File: config.mk
export PLATFORM = sky130hd
export DESIGN_NAME = vreg_writeback_scheduler
export DESIGN_NICKNAME = d
export VERILOG_FILES = /design/src/rtl/vreg_pkg.sv /design/src/rtl/vreg_rr_arbiter.sv /design/src/rtl/vreg_writeback_scheduler.sv
export SDC_FILE = /design/constraint.sdc
export NUM_CORES = 1
export LEC_CHECK = 0
export CORE_AREA = 2 2 166 168
export DETAILED_ROUTE_END_ITERATION = 8
export DIE_AREA = 0 0 168 170
export PLACE_DENSITY_LB_ADDON = 0.1
export SYNTH_ARGS = -nofsm -noshare
export SYNTH_HDL_FRONTEND = slang
export SYNTH_SLANG_ARGS = --single-unit
File: constraint.sdc
create_clock -name clk -period 5.83 [get_ports clk]
set_input_delay 1.166 -clock clk [delete_from_list [all_inputs] [get_ports clk]]
set_output_delay 1.166 -clock clk [all_outputs]
set_load 0.1 [all_outputs]
File: src/rtl/vreg_pkg.sv
// Shared types and default sizes for the vector register writeback path.
package vreg_pkg;

  localparam int unsigned VREG_COUNT  = 8;
  localparam int unsigned VREG_ADDR_W = 5;
  localparam int unsigned VREG_DATA_W = 128;

  typedef logic [VREG_ADDR_W-1:0] vreg_addr_t;
  typedef logic [VREG_DATA_W-1:0] vreg_data_t;

  typedef enum logic {
    WB_ALU = 1'b0,
    WB_LSU = 1'b1
  } wb_src_e;

endpackage

File: src/rtl/vreg_rr_arbiter.sv
// Two-request round-robin arbiter; the pointer only advances on a contended grant.
module vreg_rr_arbiter
  import vreg_pkg::*;
(
  input  logic       clk,
  input  logic       rst,
  input  logic [1:0] req,
  output logic [1:0] gnt
);

  wb_src_e ptr_q, ptr_d;

  always_comb begin
    gnt   = req;
    ptr_d = ptr_q;
    if (&req) begin
      if (ptr_q == WB_ALU) begin
        gnt   = 2'b01;
        ptr_d = WB_LSU;
      end else begin
        gnt   = 2'b10;
        ptr_d = WB_ALU;
      end
    end
  end

  always_ff @(posedge clk or posedge rst) begin
    if (rst) begin
      ptr_q <= WB_ALU;
    end else begin
      ptr_q <= ptr_d;
    end
  end

endmodule

File: src/rtl/vreg_writeback_scheduler.sv
// Arbitrates ALU/LSU writebacks onto the single register-file write port and
// tracks in-flight destinations to stall hazardous issue.
module vreg_writeback_scheduler
  import vreg_pkg::*;
#(
  parameter int unsigned NUM_VREGS = VREG_COUNT,
  parameter int unsigned ADDR_W    = VREG_ADDR_W,
  parameter int unsigned DATA_W    = VREG_DATA_W
) (
  input  logic                 clk,
  input  logic                 rst,
  input  logic                 alu_valid,
  input  logic [ADDR_W-1:0]    alu_rd,
  input  logic [DATA_W-1:0]    alu_data,
  output logic                 alu_ready,
  input  logic                 lsu_valid,
  input  logic [ADDR_W-1:0]    lsu_rd,
  input  logic [DATA_W-1:0]    lsu_data,
  output logic                 lsu_ready,
  input  logic                 iss_valid,
  input  logic [ADDR_W-1:0]    iss_rs1,
  input  logic [ADDR_W-1:0]    iss_rs2,
  input  logic [ADDR_W-1:0]    iss_rd,
  input  logic                 iss_wr,
  output logic                 iss_stall,
  output logic                 rf_we,
  output logic [ADDR_W-1:0]    rf_rd,
  output logic [DATA_W-1:0]    rf_data,
  output logic [NUM_VREGS-1:0] pending,
  output logic                 addr_err
);

  localparam int unsigned IDX_W = $clog2(NUM_VREGS);

  function automatic logic in_range(logic [ADDR_W-1:0] a);
    return a[ADDR_W-1:IDX_W] == '0;
  endfunction

  function automatic logic [IDX_W-1:0] idx(logic [ADDR_W-1:0] a);
    return a[IDX_W-1:0];
  endfunction

  logic [1:0]           req, gnt;
  logic                 wr_grant;
  logic [ADDR_W-1:0]    wr_rd;
  logic [DATA_W-1:0]    wr_data;
  logic                 iss_fire;

  logic                 rf_we_q, rf_we_d;
  logic [ADDR_W-1:0]    rf_rd_q, rf_rd_d;
  logic [DATA_W-1:0]    rf_data_q, rf_data_d;
  logic [NUM_VREGS-1:0] pending_q, pending_d;
  logic                 addr_err_q, addr_err_d;

  assign req = {lsu_valid, alu_valid};

  vreg_rr_arbiter u_arb (
    .clk (clk),
    .rst (rst),
    .req (req),
    .gnt (gnt)
  );

  assign alu_ready = gnt[WB_ALU];
  assign lsu_ready = gnt[WB_LSU];

  always_comb begin
    wr_grant = |gnt;
    wr_rd    = gnt[WB_LSU] ? lsu_rd : alu_rd;
    wr_data  = gnt[WB_LSU] ? lsu_data : alu_data;

    // Out-of-range sources are ignored rather than aliased onto a real register.
    iss_stall = iss_valid &
                ((in_range(iss_rs1) & pending_q[idx(iss_rs1)]) |
                 (in_range(iss_rs2) & pending_q[idx(iss_rs2)]) |
                 (iss_wr & in_range(iss_rd) & pending_q[idx(iss_rd)]));
    iss_fire  = iss_valid & iss_wr & ~iss_stall;
  end

  always_comb begin
    rf_we_d   = wr_grant & in_range(wr_rd);
    rf_rd_d   = rf_rd_q;
    rf_data_d = rf_data_q;
    if (rf_we_d) begin
      rf_rd_d   = wr_rd;
      rf_data_d = wr_data;
    end

    // Clear first so a same-edge set of the same register wins.
    pending_d = pending_q;
    if (rf_we_q) begin
      pending_d[idx(rf_rd_q)] = 1'b0;
    end
    if (iss_fire && in_range(iss_rd)) begin
      pending_d[idx(iss_rd)] = 1'b1;
    end

    addr_err_d = (wr_grant & ~in_range(wr_rd)) | (iss_fire & ~in_range(iss_rd));
  end

  always_ff @(posedge clk or posedge rst) begin
    if (rst) begin
      rf_we_q    <= 1'b0;
      rf_rd_q    <= '0;
      rf_data_q  <= '0;
      pending_q  <= '0;
      addr_err_q <= 1'b0;
    end else begin
      rf_we_q    <= rf_we_d;
      rf_rd_q    <= rf_rd_d;
      rf_data_q  <= rf_data_d;
      pending_q  <= pending_d;
      addr_err_q <= addr_err_d;
    end
  end

  assign rf_we    = rf_we_q;
  assign rf_rd    = rf_rd_q;
  assign rf_data  = rf_data_q;
  assign pending  = pending_q;
  assign addr_err = addr_err_q;

endmodule

==> Implementation_results.wiki, run 1 <==
{| class="wikitable"
! Metric !! Value
|-
| Result of the run || finished clean
|-
| Max-slew violation total from the final report || 0
|-
| Worst reg2reg path depth || 4
|-
| Synthesized netlist cell count || 652
|-
| Unrepaired setup endpoints after global routing || false
|-
| Die height || 170 um
|-
| Worst-Skew Late Latency || 420 ps
|-
| Syn_nets || 939
|-
| # nets final || 1349
|-
| Footprint of the multi-input gates || 2980 um^2
|-
| Depth of the CTS H-tree || 4
|-
| Global-route usage over all layers || 0.166
|-
| Number of synthesized flops with an enable pin || 0
|-
| Floorplan die width || 168 um
|-
| Launch point of the worst hold path || rf_data[22]$_DFFE_PP0P_
|-
| Main flop type after synthesis || sky130_fd_sc_hd__dfrtp_1
|-
| Data required time of the critical path || 4660 ps
|-
| Area occupied by registers || 3600 um^2
|-
| Area growth from synthesis to layout || 75.2%
|-
| Detailed Route WL || 24200 um
|-
| # DRC || 0
|-
| Total number of yosys warnings || 0
|-
| Avg Vias per Cell || 4.36
|-
| Endpoint of the worst-slack reg-to-reg timing path || rf_data[86]$_DFFE_PP0P_
|-
| Commonest non-fill, non-tap cell in the layout || sky130_fd_sc_hd__clkdlybuf4s50_1
|-
| Finished Layout Cells || 1416
|-
| Global-route wire length before repair || 36100 um
|-
| Number of buffers inserted by hold repair at cts || 0
|-
| Data arrival time at the worst-slack endpoint || 3160 ps
|-
| Mapped Area || 6850 um^2
|-
| Slowest CP cell || sky130_fd_sc_hd__clkdlybuf4s50_1
|-
| Number of top-level pins || 433
|-
| Reg2Reg Launch Point || u_arb.ptr_q$_DFFE_PP0P_
|-
| Total die area || 28600 um^2
|-
| Violation count after the first detailed-routing iteration || 243
|-
| Cell family with most CP delay || buffers and inverters
|-
| Pre-antenna DRT Iters || 4
|-
| Number of global-route vias before repair || 6152
|-
| Pin count of the biggest net entering global routing || 266
|-
| Worst supply voltage drop on vdd || 0.000356 V
|-
| Leakage || 5.39 nW
|-
| Most frequent cells in the layout || 431 x sky130_fd_sc_hd__clkdlybuf4s50_1, 144 x sky130_fd_sc_hd__dfrtp_1, 138 x sky130_fd_sc_hd__mux2i_1
|-
| Clock period minus final worst setup slack || 4330 ps
|-
| Initial standard-cell utilization of the core || 0.257
|-
| Final Hold Viols || 0
|-
| Post-route clock skew || 11.1 ps
|-
| Netlist cell types || 38
|-
| Fraction of the yosys area taken by sequential cells || 0.526
|-
| Max_slew headroom || 0.275
|-
| Fin Setup TNS || 0 ps
|-
| Share of layout cells above drive strength 1 || 0.0428
|-
| Post_cts resized || 0
|-
| Slew @ Worst Pin || 1080 ps
|-
| Max Fclk || 231 MHz
|-
| PwrDens || 600 nW/um^2
|-
| Initial antenna violation count || 0
|-
| Fraction of registers with async set or reset after synthesis || 1.00
|-
| Core area || 26700 um^2
|-
| Maximum cell stage delay along the critical path || 1190 ps
|-
| Clock transition time at the flip-flop clock pins of the worst setup and hold paths || 60 ps
|-
| Floorplan row count || 60
|-
| Grt total ovfl || 0
|-
| Final cell utilization of the core || 0.451
|-
| Buf+Inv Stages, Crit Path || 3
|-
| Avg Inst Size Synth || 10.5 um^2
|-
| Critical path, cell by cell || clkdlybuf4s50_1 > inv_1 > a21oi_1 > clkdlybuf4s50_1
|-
| Worst Hold Depth || 2
|-
| Kind of end point of the critical path || output port
|-
| CTS tree || yes
|-
| CTS Buffer Depth || 2
|-
| Critical Path Start Type || input pin
|-
| Port Buffer Count || 432
|-
| Reg2reg setup slack || 3690 ps
|-
| GPL Wtd Cong || 0.768
|-
| Maximum net fanout on the critical path || 3
|-
| DP Wirelength || 18100 um
|-
| Post-DRT Antenna Nets || 0
|-
| Number of maximum-capacitance violations || 0
|-
| Number of buffers inserted during clock tree synthesis || 17
|-
| DR WL/cell || 17.1 um
|-
| Count of clock tree sinks || 144
|-
| Worst Path Class, Setup || in2out
|-
| Buffer type at the clock tree root || sky130_fd_sc_hd__clkbuf_16
|-
| Layout filler cell count || 2611
|-
| Setup repair bufs after CTS || 0
|-
| Final-report setup violation count || 0
|-
| Vias || 6176
|-
| Flip-flop and latch count after synthesis || 144
|-
| Worst min-delay path class || reg2reg
|-
| Hold Crit Endpoint || rf_data[22]$_DFFE_PP0P_
|-
| Antenna fix cells || 0
|-
| Share of the cycle needed by the critical path after routing || 0.743
|-
| Post-placement cell count || 1384
|-
| Cell repeated most along the worst path || sky130_fd_sc_hd__clkdlybuf4s50_1
|}
Yosys cell counts (2+ instances only):
master,n,area [um^2]
sky130_fd_sc_hd__o31ai_1,3,22.5
sky130_fd_sc_hd__nand3_1,2,10.0
sky130_fd_sc_hd__buf_2,19,95.1
sky130_fd_sc_hd__nand2_1,135,507
sky130_fd_sc_hd__o22ai_1,2,12.5
sky130_fd_sc_hd__and2_1,2,12.5
sky130_fd_sc_hd__buf_1,5,18.8
sky130_fd_sc_hd__mux2i_1,138,1380
sky130_fd_sc_hd__clkbuf_2,2,10.0
sky130_fd_sc_hd__o41ai_1,4,35.0
sky130_fd_sc_hd__clkbuf_1,10,37.5
sky130_fd_sc_hd__o21ai_0,91,455
sky130_fd_sc_hd__buf_6,8,90.1
sky130_fd_sc_hd__o21ai_1,52,260
sky130_fd_sc_hd__or4_1,4,30.0
sky130_fd_sc_hd__inv_1,4,15.0
sky130_fd_sc_hd__nor2_1,3,11.3
sky130_fd_sc_hd__dfrtp_1,144,3600
sky130_fd_sc_hd__nand2b_1,5,31.3
sequential cells by signal, summed over array words and instances (netlist names):
| signal | flops |
|---|---|
| rf_we | 1 |
| pending | 8 |
| rf_data | 128 |
| rf_rd | 5 |
| u_arb.ptr_q | 1 |
| addr_err | 1 |
worst register-to-register path, stage by stage, from the launching register on:
cell and delay, ps:
sky130_fd_sc_hd__dfrtp_1 430, sky130_fd_sc_hd__o21ai_4 190, sky130_fd_sc_hd__buf_12 680, sky130_fd_sc_hd__mux2i_1 580, sky130_fd_sc_hd__o21ai_0 110
worst max-delay path by stage:
stage          startpoint            endpoint  cells past startpoint
2_1_floorplan         rst  addr_err$_DFF_PP0_                      1
3_3_place_gp    alu_valid           alu_ready                      4
3_5_place_dp   iss_rs1[0]           iss_stall                      6
4_1_cts        iss_rs1[0]           iss_stall                      6
5_1_grt         alu_valid           alu_ready                      4
6_report        alu_valid           alu_ready                      4
routing by layer:
| layer | up-vias | track usage | routed length (um) |
|---|---|---|---|
| met5 | - | 0 | 0 |
| met4 | 0 | 0.0480 | 432 |
| met3 | 24 | 0.0565 | 1830 |
| met2 | 234 | 0.301 | 12500 |
| met1 | 2808 | 0.186 | 9480 |
| li1 | 3110 | - | - |
area by class of cell:
| type | instances | share of cell area |
|---|---|---|
| multi-input combinational | 458 | 0.248 |
| inverter | 5 | 0.00198 |
| sequential | 144 | 0.300 |
| timing repair buffer | 436 | 0.364 |
| tap | 341 | 0.0355 |
| clock inverter | 13 | 0.0126 |
| clock buffer | 19 | 0.0369 |
power breakdown:
group          switching, mW  internal (mW)
sequential             0.232           1.37
clock                  0.462          0.651
combinational           3.43           1.06
total                   4.12           3.08
logic make-up after synthesis:
family                    after synthesis  share of synthesized area
buffers and inverters                  50                     0.0405
muxes                                 141                      0.210
AOI/OAI and AO/OA                     161                      0.130
xor gates and xnor gates                1                    0.00128
and+or+nand+nor                       155                     0.0917
DFF                                   144                      0.526
metrics by stage:
| step | area (um^2) | power, mW | hold WS (ps) | worst slack [ps] |
|---|---|---|---|---|
| global route | 12000 | 7.50 | 501 | 1420 |
| global placement | 11400 | 6.13 | 460 | 1550 |
| floorplan | 6850 | 4.91 | 468 | 798 |
| detailed placement | 11400 | 6.14 | 470 | 1520 |
| CTS | 12000 | 7.28 | 484 | 1510 |
| finish | 12000 | 7.20 | 477 | 1500 |
Note: power is estimated with default switching activity, not from simulation.
==> run 2: changes to the inputs <==
--- a/config.mk
+++ b/config.mk
@@ -5,9 +5,9 @@
 export SDC_FILE = /design/constraint.sdc
 export NUM_CORES = 1
 export LEC_CHECK = 0
-export CORE_AREA = 2 2 166 168
+export CORE_AREA = 2 2 168 170
 export DETAILED_ROUTE_END_ITERATION = 8
-export DIE_AREA = 0 0 168 170
+export DIE_AREA = 0 0 170 172
 export PLACE_DENSITY_LB_ADDON = 0.1
 export SYNTH_ARGS = -nofsm -noshare
 export SYNTH_HDL_FRONTEND = slang
==> constraint.sdc (replaced) <==
create_clock -name clk -period 3.95 [get_ports clk]
set_input_delay 0.79 -clock clk [delete_from_list [all_inputs] [get_ports clk]]
set_output_delay 0.79 -clock clk [all_outputs]
set_load 0.1 [all_outputs]
==> run 2 against run 1 <==
Clock power grew 37%. Worst hold slack improved by 1.3 ps. Critical path depth increased by 2. Sequential share of layout area decreased by 0.062 points. Combinational power up 48%. Register-to-register slack worse by 1800 ps. Power is 46% higher. Critical path type unchanged. Cell count rose by 0.49%. Highest routed layer unchanged. Utilization fell by 1.3 points. Non-clock buffer count rose by 4.
==> Implementation_results.wiki, run 2 (synthesis results as in run 1) <==
{| class="wikitable"
! Metric !! Value
|-
| Number of top-level pins || 433 (unchanged)
|-
| DP Wirelength || 18700 um (+3.0%)
|-
| Share of layout cells above drive strength 1 || 0.0464 (+0.00363)
|-
| Global-route wire length before repair || 35800 um (-0.71%)
|-
| Number of global-route vias before repair || 6142 (-0.16%)
|-
| Worst-Skew Late Latency || 420 ps (about the same)
|-
| Buffer type at the clock tree root || sky130_fd_sc_hd__clkbuf_16
|-
| Critical path, cell by cell || clkdlybuf4s50_1 > mux4_1 > nor2b_1 > o41ai_4 > o21a_1 > buf_12
|-
| Number of buffers inserted by hold repair at cts || 0 (unchanged)
|-
| Number of buffers inserted during clock tree synthesis || 17 (unchanged)
|-
| DR WL/cell || 17.2 um (+0.57%)
|-
| Worst Path Class, Setup || in2out
|-
| Data required time of the critical path || 3160 ps (-1500 ps)
|-
| Area occupied by registers || 3600 um^2 (unchanged)
|-
| Share of the cycle needed by the critical path after routing || 0.881
|-
| Core area || 27500 um^2 (+3.1%)
|-
| Pin count of the biggest net entering global routing || 134 (-50%)
|-
| Maximum cell stage delay along the critical path || 590 ps (-600 ps)
|-
| PnR Total Power || 10.5 mW (+46%)
|-
| Global-route usage over all layers || 0.162 (-0.00471)
|-
| Leakage || 5.40 nW (+0.14%)
|-
| Final Hold Viols || 0 (unchanged)
|-
| Area growth from synthesis to layout || 75.6%
|-
| Critical Path Start Type || input pin
|-
| Slowest CP cell || sky130_fd_sc_hd__o41ai_4
|-
| Avg Vias per Cell || 4.31 (-1.2%)
|-
| Buf+Inv Stages, Crit Path || 2 (-1)
|-
| Commonest non-fill, non-tap cell in the layout || sky130_fd_sc_hd__clkdlybuf4s50_1
|-
| Initial antenna violation count || 0 (unchanged)
|-
| Floorplan die width || 170 um (+1.2%)
|-
| Unrepaired setup endpoints after global routing || false
|-
| Max-slew violation total from the final report || 0 (unchanged)
|-
| GPL Wtd Cong || 0.748 (-2.6%)
|-
| Pre-antenna DRT Iters || 4 (unchanged)
|-
| Worst supply voltage drop on vdd || 0.000339 V (-4.9%)
|-
| Setup repair bufs after CTS || 0 (unchanged)
|-
| Max Fclk || 287 MHz
|-
| Post_cts resized || 0 (unchanged)
|-
| Count of clock tree sinks || 144 (unchanged)
|-
| Violation count after the first detailed-routing iteration || 241 (-0.82%)
|-
| Clock transition time at the flip-flop clock pins of the worst setup and hold paths || 60 ps (about the same)
|-
| Antenna fix cells || 0 (unchanged)
|-
| Cell family with most CP delay || compound AO/OA/AOI/OAI gates
|-
| Detailed Route WL || 24500 um (+1.1%)
|-
| Floorplan row count || 61 (+1.7%)
|-
| Hold Crit Endpoint || rf_data[66]$_DFFE_PP0P_
|-
| CTS Buffer Depth || 2 (unchanged)
|-
| Launch point of the worst hold path || rf_data[66]$_DFFE_PP0P_
|-
| PwrDens || 873 nW/um^2 (+46%)
|-
| Result of the run || finished clean
|-
| Depth of the CTS H-tree || 4 (unchanged)
|-
| Layout filler cell count || 2701 (+3.4%)
|-
| Initial standard-cell utilization of the core || 0.249 (-0.00773)
|-
| Endpoint of the worst-slack reg-to-reg timing path || rf_data[49]$_DFFE_PP0P_
|-
| CTS tree || yes
|-
| Worst Hold Depth || 2 (unchanged)
|-
| Number of maximum-capacitance violations || 0 (unchanged)
|-
| Final-report setup violation count || 0 (unchanged)
|-
| Max_slew headroom || 0.291 (+0.0162)
|-
| Data arrival time at the worst-slack endpoint || 2690 ps (-470 ps)
|-
| Kind of end point of the critical path || output port
|-
| Footprint of the multi-input gates || 2980 um^2 (unchanged)
|-
| # DRC || 0 (unchanged)
|-
| Reg2Reg Launch Point || u_arb.ptr_q$_DFFE_PP0P_
|-
| Fin Setup TNS || 0 ps (unchanged)
|-
| Reg2reg setup slack || 1900 ps (-1790 ps)
|-
| Slew @ Worst Pin || 1060 ps (-24.2 ps)
|-
| Most frequent cells in the layout || 429 x sky130_fd_sc_hd__clkdlybuf4s50_1, 144 x sky130_fd_sc_hd__dfrtp_1, 138 x sky130_fd_sc_hd__mux2i_1
|-
| Vias || 6132 (-0.71%)
|-
| Clock period minus final worst setup slack || 3480 ps
|-
| Port Buffer Count || 432 (unchanged)
|-
| Total die area || 29200 um^2 (+2.4%)
|-
| # nets final || 1353 (+0.30%)
|-
| Worst min-delay path class || reg2reg
|-
| Post-route clock skew || 11.5 ps (+0.404 ps)
|-
| Grt total ovfl || 0 (unchanged)
|-
| Die height || 172 um (+1.2%)
|-
| Worst reg2reg path depth || 5 (+1)
|-
| Flip-flop count of the largest register after layout || 128 (unchanged)
|-
| Maximum net fanout on the critical path || 10 (+7)
|-
| Post-DRT Antenna Nets || 0 (unchanged)
|}
## run 2: worst max-delay path by stage
stage	from	end	slack [ps]	cells past startpoint
floorplan	alu_valid	rf_data[54]$_DFFE_PP0P_	500	9
global placement	iss_rs1[0]	iss_stall	490	6
detailed placement	iss_rs2[0]	iss_stall	450	6
CTS	iss_rs2[0]	iss_stall	450	6
global route	iss_rs2[0]	iss_stall	360	6
finish	iss_rs2[0]	iss_stall	470	6
## run 2: routing by layer
metal	routed length [um]	GRT usage	vias up
li1	-	-	3107
met1	9530	0.186	2768
met2	12600	0.287	229
met3	1810	0.0506	28
met4	519	0.0531	0
met5	0	0	-
## run 2: per-stage QoR
stage / setup slack (ps) / hold slack [ps] / util / std cells / cell area (um^2)
finish: 468 / 479 / 0.438 / 1423 / 12000
global route: 357 / 494 / 0.438 / 1423 / 12000
CTS: 448 / 485 / 0.438 / 1423 / 12000
detailed placement: 454 / 469 / 0.418 / 1393 / 11500
global placement: 493 / 459 / 0.418 / 1393 / 11500
floorplan: 502 / 468 / - / 652 / 6860
## run 2: worst min-delay path: stages, from the launching register on
cell and delay, ps:
sky130_fd_sc_hd__dfrtp_1 340, sky130_fd_sc_hd__nand2_1 50, sky130_fd_sc_hd__o21ai_1 60
## run 2: power breakdown
| group | switching [mW] | leakage, nW | total, mW | internal [mW] |
|---|---|---|---|---|
| clock network | 0.652 | 0.255 | 1.52 | 0.863 |
| registers | 0.340 | 1.78 | 2.36 | 2.02 |
| logic | 5.06 | 3.36 | 6.63 | 1.58 |
## run 2: final cells by class
type                    count  area share
clock buffers              18      0.0357
clock inverters            12     0.00915
inverters                   5     0.00187
multi-input cells         458       0.248
flip-flops and latches    144       0.299
well taps                 346      0.0360
repair buffers            440       0.370
==> run 3: changes to the inputs <==
--- a/config.mk
+++ b/config.mk
@@ -9,6 +9,7 @@
 export DETAILED_ROUTE_END_ITERATION = 8
 export DIE_AREA = 0 0 170 172
 export PLACE_DENSITY_LB_ADDON = 0.1
+export REMOVE_ABC_BUFFERS = 1
 export SYNTH_ARGS = -nofsm -noshare
 export SYNTH_HDL_FRONTEND = slang
 export SYNTH_SLANG_ARGS = --single-unit
==> run 3 against run 2 <==
Count of clock-buffer cells in the layout shrank 1. Global-route usage grew 0.061 points. Clock skew grew 0.59 ps. Worst setup slack gained 17 ps. Critical endpoint unchanged. Critical path depth is the same. Via count grew 0.44%. Die area is the same.
==> Implementation_results.wiki, run 3 (synthesis results as in run 1) <==
{| class="wikitable"
! Metric !! Value
|-
| Result of the run || finished clean
|-
| Commonest non-fill, non-tap cell in the layout || sky130_fd_sc_hd__clkdlybuf4s50_1
|-
| Final-report setup violation count || 0 (unchanged)
|-
| Maximum net fanout on the critical path || 10 (unchanged)
|-
| Max_slew headroom || 0.277 (-0.0138)
|-
| Total die area || 29200 um^2 (unchanged)
|-
| Worst supply voltage drop on vdd || 0.000311 V (-8.3%)
|-
| Final Hold Viols || 0 (unchanged)
|-
| Avg Vias per Cell || 4.33 (+0.51%)
|-
| Violation count after the first detailed-routing iteration || 246 (+2.1%)
|-
| Worst-Skew Late Latency || 420 ps (about the same)
|-
| # nets final || 1351 (-0.15%)
|-
| Worst Hold Depth || 2 (unchanged)
|-
| Floorplan die width || 170 um (unchanged)
|-
| Post-route worst setup slack || 486 ps (+17.2 ps)
|-
| Fin Setup TNS || 0 ps (unchanged)
|-
| Total cell area at the placement stage || 11500 um^2 (-0.23%)
|-
| Initial antenna violation count || 1 (+1)
|-
| Max Fclk || 289 MHz (+0.50%)
|-
| GRT busiest layer || met2
|-
| Clock transition time at the flip-flop clock pins of the worst setup and hold paths || 60 ps (about the same)
|-
| Post_cts resized || 0 (unchanged)
|-
| Clock period minus final worst setup slack || 3460 ps (-17.2 ps)
|-
| Met2 Track Usage GR || 0.296 (+0.00905)
|-
| Hold Crit Endpoint || rf_data[7]$_DFFE_PP0P_
|-
| Reg2Reg Launch Point || u_arb.ptr_q$_DFFE_PP0P_
|-
| Most frequent cells in the layout || 429 x sky130_fd_sc_hd__clkdlybuf4s50_1, 144 x sky130_fd_sc_hd__dfrtp_1, 138 x sky130_fd_sc_hd__mux2i_1
|-
| Worst Path Class, Setup || in2out
|-
| Max-slew violation total from the final report || 0 (unchanged)
|-
| Hold_ws || 475 ps (-3.15 ps)
|-
| Core area || 27500 um^2 (unchanged)
|-
| Number of buffers inserted by hold repair at cts || 0 (unchanged)
|-
| Detailed Route WL || 23800 um (-2.5%)
|-
| Number of buffers inserted during clock tree synthesis || 17 (unchanged)
|-
| DP Wirelength || 18300 um (-1.8%)
|-
| Pin count of the biggest net entering global routing || 141 (+5.2%)
|-
| Number of global-route vias before repair || 6313 (+2.8%)
|-
| Pre-antenna DRT Iters || 4 (unchanged)
|-
| Minimum setup slack after placement || 468 ps (+13.9 ps)
|-
| Finished layout cell area || 12100 um^2 (+0.63%)
|-
| Grt total ovfl || 0 (unchanged)
|-
| Kind of end point of the critical path || output port
|-
| Global-route wire length before repair || 35500 um (-0.87%)
|-
| CTS Buffer Depth || 2 (unchanged)
|-
| Leakage || 5.44 nW (+0.74%)
|-
| Area growth from synthesis to layout || 76.7%
|-
| PnR Total Power || 10.8 mW (+2.5%)
|-
| Number of maximum-capacitance violations || 0 (unchanged)
|-
| Unrepaired setup endpoints after global routing || false
|-
| Reg2reg setup slack || 2030 ps (+130 ps)
|-
| DR WL/cell || 16.8 um (-2.5%)
|-
| PwrDens || 889 nW/um^2 (+1.8%)
|-
| GR Layer Usage met3 || 0.0645 (+0.0140)
|-
| Post-DRT Antenna Nets || 0 (unchanged)
|-
| Data required time of the critical path || 3160 ps (about the same)
|-
| Post-route clock skew || 12.1 ps (+0.590 ps)
|-
| Worst reg2reg path depth || 4 (-1)
|-
| Port Buffer Count || 432 (unchanged)
|-
| Floorplan row count || 61 (unchanged)
|-
| Number of top-level pins || 433 (unchanged)
|-
| Setup repair bufs after CTS || 0 (unchanged)
|-
| Launch point of the worst hold path || rf_data[7]$_DFFE_PP0P_
|-
| Slew @ Worst Pin || 1080 ps (+20.7 ps)
|-
| Buffer type at the clock tree root || sky130_fd_sc_hd__clkbuf_16
|-
| Global routing met1 resource utilization || 0.173 (-0.0129)
|-
| Critical Path Start Type || input pin
|-
| GPL Wtd Cong || 0.748 (about the same)
|-
| Vias || 6159 (+0.44%)
|-
| Initial standard-cell utilization of the core || 0.249 (unchanged)
|-
| Die height || 172 um (unchanged)
|-
| Count of clock tree sinks || 144 (unchanged)
|-
| # DRC || 0 (unchanged)
|-
| Flip-flop count of the largest register after layout || 128 (unchanged)
|-
| Share of the cycle needed by the critical path after routing || 0.877 (-0.00436)
|-
| Endpoint of the worst-slack reg-to-reg timing path || rf_data[34]$_DFFE_PP0P_
|-
| CTS tree || yes
|-
| Data arrival time at the worst-slack endpoint || 2670 ps (-20 ps)
|-
| Global-route usage over all layers || 0.162 (+0.000606)
|-
| Share of layout cells above drive strength 1 || 0.0456 (-0.000844)
|-
| Depth of the CTS H-tree || 4 (unchanged)
|-
| Worst min-delay path class || reg2reg
|}
-- run 3: cell types whose count changed in the layout (fill, tap and decap cells not counted), sizes merged --
cell / delta
clkinv: +2
buf: -2
diode: +1
inv: -2
clkbuf: -1
clkinvlp: -3
bufinv: +4
-- run 3: how the worst max path moves through the flow --
stage / from / end / slack, ps / cells past startpoint
after CTS: iss_rs1[0] / iss_stall / 460 / 6
after floorplan: alu_valid / rf_data[0]$_DFFE_PP0P_ / -14300 / 5
after global placement: iss_rs1[0] / iss_stall / 490 / 6
final: iss_rs1[0] / iss_stall / 490 / 6
after detailed placement: iss_rs1[0] / iss_stall / 470 / 6
after global routing: iss_rs2[0] / iss_stall / 350 / 6
-- run 3: power by group --
part / switching, mW / internal [mW] / total, mW
combinational: 5.06 / 1.57 / 6.63
sequential: 0.344 / 2.02 / 2.36
clock: 0.651 / 1.12 / 1.77
total: 6.06 / 4.71 / 10.8
-- run 3: final cells by class --
| class | count | area, um^2 |
|---|---|---|
| fill | 2690 | 15400 |
| multi-input combinational | 458 | 2980 |
| timing repair buffer | 438 | 4420 |
| inverter | 5 | 23.8 |
| clock inverter | 13 | 214 |
| tap | 346 | 433 |
| antenna | 1 | 2.50 |
| sequential | 144 | 3600 |
| clock buffer | 17 | 425 |
-- run 3: worst max-delay path, cell delays in order --
cell                              delay (ps)
sky130_fd_sc_hd__clkdlybuf4s50_1         550
sky130_fd_sc_hd__mux4_2                  530
sky130_fd_sc_hd__o211ai_2                200
sky130_fd_sc_hd__o41ai_4                 180
sky130_fd_sc_hd__o21a_1                  240
sky130_fd_sc_hd__buf_12                  170
-- run 3: layer usage --
| layer | part of all wire | wire (um) |
|---|---|---|
| met1 | 0.37 | 8940 |
| met2 | 0.51 | 12200 |
| met3 | 0.096 | 2280 |
| met4 | 0.017 | 415 |
| met5 | 0 | 0 |
-- run 3: stage by stage --
| stage | util | instances |
|---|---|---|
| after floorplan | - | 607 |
| after global placement | 0.417 | 1391 |
| after detailed placement | 0.417 | 1391 |
| after CTS | 0.441 | 1421 |
| after global routing | 0.441 | 1422 |
| final | 0.441 | 1422 |
==> edit (flow settings as in run 2) <==
`rf_data_q` and `pending_q` no longer have a reset.
--- a/src/rtl/vreg_writeback_scheduler.sv
+++ b/src/rtl/vreg_writeback_scheduler.sv
@@ -103,14 +103,15 @@
       rf_we_q    <= 1'b0;
       rf_rd_q    <= '0;
-      rf_data_q  <= '0;
-      pending_q  <= '0;
       addr_err_q <= 1'b0;
     end else begin
       rf_we_q    <= rf_we_d;
       rf_rd_q    <= rf_rd_d;
-      rf_data_q  <= rf_data_d;
-      pending_q  <= pending_d;
       addr_err_q <= addr_err_d;
     end
+  end
+
+  always_ff @(posedge clk) begin
+    rf_data_q <= rf_data_d;
+    pending_q <= pending_d;
   end
 
Behaviour: not the same (a bounded check fails within 4 cycles, from zero or initial values and one cycle with rst high).
==> edit against run 2 <==
Worst setup slack got worse by 73 ps; cell area shrank 2.0%; routed wire length shrank 8.9%; die area is the same; sequential cell count unchanged; register-to-register slack better by 100 ps; sequential share of layout area rose by 5.7 points; final cell count is 18% lower; synthesized area is 7.6% lower.
Power is not compared: it rests on default switching activity, and its combinational part moved more than twofold at a synthesized area within 25%.
==> edit: results (changes against run 2) <==
{| class="wikitable"
! Metric !! Value
|-
| Maximum number of pins on one net before global-route repair || 89 (was 134)
|-
| Main synth FF type || edfxtp_1 (was dfrtp_1)
|-
| Period Utilization, post-route || 90.0% (was 88.1%)
|-
| Setup clock skew after layout || 13.5 ps (was 11.5 ps)
|-
| Worst path arrival time || 2760 ps (was 2690 ps)
|-
| Async set-or-reset flop fraction in the synthesized netlist || 5.56% (was 100%)
|-
| Number of antenna violations at the first check in global routing || 2 (was 0)
|-
| Worst hold-check slack || 504 ps (was 479 ps)
|-
| Actual slew at the worst max-slew pin || 1050 ps (was 1060 ps)
|-
| Number of enable-type register cells in the synthesized netlist || 128 (was 0)
|-
| Highest-delay cell along the critical path || clkdlybuf4s50_1 (was o41ai_4)
|-
| Max stage delay on crit path || 550 ps (was 590 ps)
|-
| Detailed-route wire length || 22.3 mm (was 24.5 mm)
|-
| Net count of the mapped netlist || 656 (was 939)
|-
| Count of cell types in the netlist || 35 (was 38)
|-
| Number of DRC markers in iteration 0 || 246 (was 241)
|-
| Sum of net half-perimeters after detailed placement || 17.1 mm (was 18.7 mm)
|-
| Ratio of cells with drive above 1 in the final layout || 22.1% (was 4.64%)
|-
| Layout fillers || 2532 (was 2701)
|-
| Overall global routing resource usage || 14.8% (was 16.2%)
|-
| Worst-path maximum fanout || 3 (was 10)
|-
| Vias per inst || 4.30 (was 4.31)
|-
| Area contributors post-synth || edfxtp_1 (61%), mux2_2 (24%), dfrtp_1 (3.2%), dfxtp_1 (2.5%), o41ai_1 (1.1%) (was dfrtp_1 (53%), mux2i_1 (20%), nand2_1 (7.4%), o21ai_0 (6.6%), o21ai_1 (3.8%))
|-
| Gpl congestion || 0.825 (was 0.748)
|-
| Post-Place Setup Slack || 392 ps (was 454 ps)
|-
| Vias in the first global route || 5393 (was 6142)
|-
| Top cells by instance count after synthesis || mux2_2 (134), edfxtp_1 (128), buf_2 (11) (was dfrtp_1 (144), mux2i_1 (138), nand2_1 (135))
|-
| Cell Count Post-Placement || 1138 (was 1393)
|-
| Result of the run || finished, final reports clean (unchanged)
|-
| Post-detailed-placement cell area || 11100 sq um (was 11500 sq um)
|-
| Global-route wire length before repair || 32.0 mm (was 35.8 mm)
|}
[edit: cell count changes after synthesis, sizes merged, moves of 4 or more]
cell / change
mux2i: -132
dfxtp: +8
clkbuf: -11
or4: -4
dfrtp: -136
mux2: +133
nand2: -128
o21ai: -137
buf: -19
edfxtp: +128
[edit: per-layer routing]
metal / global-route usage [%] / routed length, microns / vias to the layer above / share of wire, %
met5: 0 / 0 / - / 0
met4: 5.61 / 367 / 0 / 1.6
met3: 4.83 / 1790 / 20 / 8.0
met2: 27.6 / 12100 / 243 / 54
met1: 15.4 / 8020 / 2435 / 36
li1: - / - / 2347 / -
[edit: kinds of logic (layout without fill, tap and decap cells)]
logic type | Yosys count | count (layout) | synth area share, %
other | 0 | 2 | 0
buffers and inverters | 18 | 473 | 1.40
XOR/XNOR | 1 | 1 | 0.138
AND/OR/NAND/NOR | 36 | 36 | 3.12
multiplexers | 142 | 142 | 25.5
AO/OA/AOI/OAI | 28 | 28 | 3.42
flip-flops | 144 | 144 | 66.4
[edit: where the power goes]
group          internal (mW)  switching, mW  total [mW]
clock network           1.08          0.694        1.77
logic                  0.850           1.65        2.50
registers               1.90          0.126        2.02
total                   3.82           2.47        6.29
[edit: area by class of cell]
cell class                 instances  area (sq um)  share of cell area (%)
timing repair buffer             438          4440                    37.6
tap                              346           433                    3.67
sequential                       144          4200                    35.7
multi-input combinational        207          2060                    17.5
clock inverter                    13           203                    1.72
clock buffer                      19           433                    3.67
antenna                            2          5.00                  0.0425
inverter                           3          11.3                  0.0955
[edit: worst paths after layout]
check / from / end / depth (start not counted)
worst max-delay path: iss_rs1[0] / iss_stall / 6
worst min-delay path: rf_rd[3] / rf_rd[3] / 1
worst max register to register: pending[3] / pending[1] / 4
worst min register to register: rf_rd[3] / rf_rd[3] / 1
max in group asynchronous: rst / rf_rd[4] / 2
min in group asynchronous: rst / addr_err / 2
[edit: critical path: cells and delay by family]
| family | cells | cell delay [ps] |
|---|---|---|
| buf+inv | 2 | 730 |
| mux | 1 | 510 |
| simple gates | 2 | 420 |
| compound gates | 1 | 310 |
